### src/rtl/inst_fetch.sv
`default_nettype none
// ============================================================================
// Module   : inst_fetch
// Brief    : Fetch stage. It drives one outstanding request, presents fetched
//            words to decode, and has a one-entry skid buffer plus a drain on
//            redirect. Define FETCH_STAT_EN to add the o_fetch_count output.
// Revision : 1.0
// ============================================================================
module inst_fetch #(
  parameter int ADDR_W = 32,
  parameter int DATA_W = 32
) (
  input  logic              i_clk,
  input  logic              i_rst_n,
  input  logic              i_stall,
  input  logic              i_flush,
  input  logic [ADDR_W-1:0] i_flush_target,
  output logic              o_imem_req,
  output logic [ADDR_W-1:0] o_imem_addr,
  input  logic              i_imem_ack,
  input  logic [DATA_W-1:0] i_imem_data,
  output logic [ADDR_W-1:0] o_program_counter,
  output logic [DATA_W-1:0] o_instruction,
  output logic              o_inst_valid
`ifdef FETCH_STAT_EN
  ,
  output logic [31:0]       o_fetch_count
`endif
);

  typedef enum logic [1:0] {
    S_IDLE  = 2'd0,
    S_FETCH = 2'd1,
    S_DRAIN = 2'd2
  } state_t;

  state_t            r_state;
  state_t            w_state_nxt;
  logic [ADDR_W-1:0] r_fetch_pc;
  logic [ADDR_W-1:0] r_pend_target;
  logic [ADDR_W-1:0] r_skid_pc;
  logic [DATA_W-1:0] r_skid_data;
  logic              r_skid_valid;
  logic [ADDR_W-1:0] r_pc;
  logic [DATA_W-1:0] r_inst;
  logic              r_valid;

  logic w_req;
  logic w_ack;
  logic w_out_mem;
  logic w_skid_fill;
  logic w_skid_pop;
  logic w_out_clr;
  logic w_pc_adv;
  logic w_pc_redir;
  logic w_pc_pend;
  logic w_tgt_hold;

  // Request is a pure function of registers, so it drops the instant reset asserts.
  assign w_req = ((r_state == S_FETCH) || (r_state == S_DRAIN)) && !r_skid_valid;
  assign w_ack = i_imem_ack && w_req;

  always_ff @(posedge i_clk or negedge i_rst_n) begin
    if (!i_rst_n) begin
      r_state <= S_IDLE;
    end else begin
      r_state <= w_state_nxt;
    end
  end

  always_comb begin
    w_state_nxt = r_state;
    w_out_mem   = 1'b0;
    w_skid_fill = 1'b0;
    w_skid_pop  = 1'b0;
    w_out_clr   = 1'b0;
    w_pc_adv    = 1'b0;
    w_pc_redir  = 1'b0;
    w_pc_pend   = 1'b0;
    w_tgt_hold  = 1'b0;
    case (r_state)
      S_IDLE: w_state_nxt = S_FETCH;
      S_FETCH: begin
        if (!i_flush) begin
          if (w_ack) begin
            w_pc_adv = 1'b1;
            if (i_stall && r_valid) w_skid_fill = 1'b1;
            else                    w_out_mem   = 1'b1;
          end else if (!i_stall) begin
            if (r_skid_valid) w_skid_pop = 1'b1;
            else              w_out_clr  = 1'b1;
          end
        end
      end
      S_DRAIN: begin
        if (w_ack) begin
          w_state_nxt = S_FETCH;
          w_pc_pend   = 1'b1;
        end
      end
      default: w_state_nxt = S_IDLE;
    endcase
    // A redirect with a request still in flight must keep the old address
    // until memory answers, so the target is parked instead.
    if (i_flush) begin
      w_out_clr = 1'b1;
      if (w_req && !w_ack) begin
        w_state_nxt = S_DRAIN;
        w_tgt_hold  = 1'b1;
      end else begin
        w_state_nxt = S_FETCH;
        w_pc_redir  = 1'b1;
        w_pc_pend   = 1'b0;
      end
    end
  end

  always_ff @(posedge i_clk or negedge i_rst_n) begin
    if (!i_rst_n) begin
      r_fetch_pc    <= '0;
      r_pend_target <= '0;
      r_skid_pc     <= '0;
      r_skid_data   <= '0;
      r_skid_valid  <= 1'b0;
      r_pc          <= '0;
      r_inst        <= '0;
      r_valid       <= 1'b0;
    end else begin
      if (w_pc_redir)     r_fetch_pc <= i_flush_target;
      else if (w_pc_pend) r_fetch_pc <= r_pend_target;
      else if (w_pc_adv)  r_fetch_pc <= r_fetch_pc + ADDR_W'(4);

      if (w_tgt_hold) r_pend_target <= i_flush_target;

      if (i_flush || w_skid_pop) begin
        r_skid_valid <= 1'b0;
      end else if (w_skid_fill) begin
        r_skid_pc    <= r_fetch_pc;
        r_skid_data  <= i_imem_data;
        r_skid_valid <= 1'b1;
      end

      if (w_out_mem) begin
        r_pc    <= r_fetch_pc;
        r_inst  <= i_imem_data;
        r_valid <= 1'b1;
      end else if (w_skid_pop) begin
        r_pc    <= r_skid_pc;
        r_inst  <= r_skid_data;
        r_valid <= 1'b1;
      end else if (w_out_clr) begin
        r_valid <= 1'b0;
      end
    end
  end

`ifdef FETCH_STAT_EN
  logic [31:0] r_fetch_count;

  always_ff @(posedge i_clk or negedge i_rst_n) begin
    if (!i_rst_n) begin
      r_fetch_count <= '0;
    end else if (w_out_mem || w_skid_pop) begin
      r_fetch_count <= r_fetch_count + 32'd1;
    end
  end

  assign o_fetch_count = r_fetch_count;
`endif

  assign o_imem_req        = w_req;
  assign o_imem_addr       = r_fetch_pc;
  assign o_program_counter = r_pc;
  assign o_instruction     = r_inst;
  assign o_inst_valid      = r_valid;

endmodule
`default_nettype wire

### config.mk
export PLATFORM = sky130hd
export DESIGN_NAME = inst_fetch
export DESIGN_NICKNAME = d
export VERILOG_FILES = /design/src/rtl/inst_fetch.sv
export SDC_FILE = /design/constraint.sdc
export NUM_CORES = 1
export LEC_CHECK = 0
export CORE_MARGIN = 2
export CORE_UTILIZATION = 35
export DETAILED_ROUTE_END_ITERATION = 7
export SETUP_SLACK_MARGIN = 0.4
export SYNTH_ARGS = -nofsm -noshare
export SYNTH_HDL_FRONTEND = slang
export SYNTH_SLANG_ARGS = --single-unit
### constraint.sdc
create_clock -name i_clk -period 3 [get_ports i_clk]
set_clock_uncertainty 0.15 [all_clocks]
set_input_delay 0.6 -clock i_clk [delete_from_list [all_inputs] [get_ports i_clk]]
set_output_delay 0.6 -clock i_clk [all_outputs]
set_load 0.02 [all_outputs]
==> impl_results.md <==
* Setup CP Type: flop to primary output
* Distinct cells, synth at 58
* P&R area growth vs syn at 31.4%
* Clk_lat worst skew at 0.43 ns
* DRT antenna net count at 0
* Max stage delay on crit path at around 0.38 ns
* Syn nets at between 700 and 800
* # setup viols final at 0
* Crit path launch type: flop
* Die area at roughly 0.027 mm^2
* Total number of vias at between 6,000 and 7,000
* HP Class: input pin to async pin
* Post-CTS Resized at 1
* Slowest-stage cell, CP: dfrtp_1
* Yosys reg bits at roughly 200
* Core Region at 0.0250 mm^2
* Arr. time, crit path at around 1.8 ns
* CTS buffer count at 17
* Share of layout cells above drive strength 1 at between 10% and 20%
* FF-to-FF setup slack at 0.54 ns
* Post-CTS Hold Buffers at 0
* # DRC at 0
* H-tree depth at 4
* Last element of the critical path: o_imem_req
* Vias per cell at about 5.3
* Cells after synthesis at between 700 and 800
* Crit path buf inv count at 3
* Vias in the first global route at slightly above 6,000
* Gr usage total at around 17%
* Setup crit start: r_state[0]$_DFFE_PN0P_
* Setup Total Neg Slack at 0 ns
* Commonest non-fill, non-tap cells in the layout: dfrtp_1, clkdlybuf4s50_1, mux2_2
* Initial core utilization at 35.4%
* P_leak at about 0.0055 uW
* Nets@finish at around 940
* Clock Sinks at around 200
* Cells along the critical path: inv_1 > ha_1 > nand2b_1 > inv_1 > dlygate4sd2_1
* Overflow left after global routing at 0
* Die Y at ~160 um
* Crit path time final at 2.51 ns
* Worst Path Required at ~2.3 ns
* First-pass detailed-route iteration total at 5
* Root Driver: clkbuf_16
* Yosys warnings at 0
* Mapped Area at around 0.0088 mm^2
* Worst r2r dst: o_instruction[31]$_DFFE_PN0P_
* Period utilisation layout at a little over four fifths
* CTS tree: built
* Setup Buffers After CTS at 0
* Syn Area/Cell at approximately 13 um^2
* Synth area leader: dfrtp_1
* # IOs at 167
* GRT Max-Usage Layer: met2
* Largest net degree at the start of global routing at 75
* Met3 Resource Use GR at roughly 3.6%
* Max-slew violations at 0
* Ranking of synthesized cells by area: dfrtp_1, mux2_2, a22o_1
* Reg-to-Reg Start: r_state[0]$_DFFE_PN0P_
* Final HPWL DP at 15.0 mm
* Port buffer count at approximately 170
* Critical Path Sink Type: primary output
* Hold Vio Cnt, Final at 0
* Max Buffers Root-to-Sink at 2
* First-pass GRT wire length at around 36 mm
* Final Routed Wirelength at 22.6 mm
* Most frequent CP cell: inv_1
* Crit path depth at 5
* Ys flop type: dfrtp_1
* Max Clock Freq at about 0.4 GHz
* Post-synth EDFFs at 0
* Asr flop ratio synth at 100%
* Ant. Diodes at 0
* FP Rows at 58
* Worst VDD drop at about 0.38 mV
* Max-cap violations at 0
* Synth top area share at 55.5%
* Power Dens Cells at between 1000 and 1500 mW/mm^2
* Worst R2R Path Depth at 8
* RD Place Congestion at 0.795
* Clk slew on worst S/H paths at around 0.070 ns
* Worst slew margin at between 50% and 60%
* Sequential area share after synthesis at 55.5%
* Commonest non-fill, non-tap cell in the layout: dfrtp_1
* DR WL/cell at roughly 19 um
* Worst-path fanout max at 3
* Initial antenna violation count at 0
* Status: finished clean
* CP top delay family: buffers and inverters
* Hold Worst Slack at between 0.02 and 0.025 ns
* RSZ-0062 raised after global routing: false
* M2 GR Usage at ~27%
* Routing usage on met1 at between 20 and 25%
* Iteration-0 DRC Markers at 548
* Worst slew pin tran at ~0.69 ns
* DIE WIDTH at approximately 160 um
-- cells by family (layout without fill, tap and decap cells) --
family                     count (synthesis)  count (layout)  share of synthesized area, %
adders and majority gates                  4               4                         0.567
xor gates and xnor gates                  21              21                          2.08
and+or+nand+nor                          100             100                          6.25
DFF                                      196             196                          55.5
buffers and inverters                     61             232                          3.40
AOI/OAI and AO/OA                        224             224                          19.5
muxes                                    100             100                          12.7
-- how the worst min path moves through the flow --
stage	startpoint	end	slack, ns	cells past startpoint
finish	i_rst_n	r_pend_target[5]$_DFFE_PN0P_	0.02	1
global route	i_rst_n	r_pend_target[5]$_DFFE_PN0P_	0.07	1
CTS	i_rst_n	r_pend_target[5]$_DFFE_PN0P_	0.05	1
detailed placement	o_instruction[20]$_DFFE_PN0P_	o_instruction[20]$_DFFE_PN0P_	0.31	1
global placement	o_program_counter[16]$_DFFE_PN0P_	o_program_counter[16]$_DFFE_PN0P_	0.31	1
floorplan	i_rst_n	o_imem_addr[0]$_DFFE_PN0P_	0.15	0
-- synth_stat cells (all sizes together) (8+ instances only) --
cell type  number
dfrtp         196
mux2           94
a21o           65
a22o           64
buf            38
nand2          32
o21ai          26
nor2           18
xor2           17
clkbuf         16
nand3          14
a21oi          11
a222oi          9
nand4           9
a22oi           8
-- metrics by stage --
step | power, uW | area (um^2) | utilization (%) | instances | setup slack (ns)
final | 11700 | 11600 | 46.5 | 1207 | 0.489
after global routing | 12400 | 11600 | 46.5 | 1207 | 0.407
after CTS | 11800 | 11600 | 46.5 | 1207 | 0.461
after detailed placement | 9430 | 11000 | 44.1 | 1176 | 0.206
after global placement | 9310 | 11000 | 44.1 | 1176 | 0.255
after floorplan | 7200 | 8830 | - | 706 | 0.895
-- per-layer routing --
layer / vias up / part of all wire, %
met3: 13 / 5.1
met1: 3229 / 47
met2: 179 / 47
li1: 2960 / -
met4: 0 / 0.84
met5: - / 0
-- registers in the layout, indices dropped and copies added, names as in the netlist --
signal             flops
r_skid_valid           1
o_instruction         32
o_imem_addr           32
o_inst_valid           1
o_program_counter     32
r_skid_pc             32
r_skid_data           32
r_pend_target         32
r_state                2
-- area by class of cell --
type	count	area [um^2]
well taps	330	413
multi-input cells	449	3660
repair buffers	194	2000
clock inverters	9	116
inverters	7	26.3
clock buffers	22	484
fillers	2331	13400
flip-flops and latches	196	4900
-- where the power goes --
part	total, uW	switching (uW)	leakage (uW)	internal [uW]
Combinational	4600	2230	0.00266	2370
Clock	2350	1020	0.000294	1330
Sequential	4720	976	0.00251	3740
Note: power is estimated with default switching activity, not from simulation.
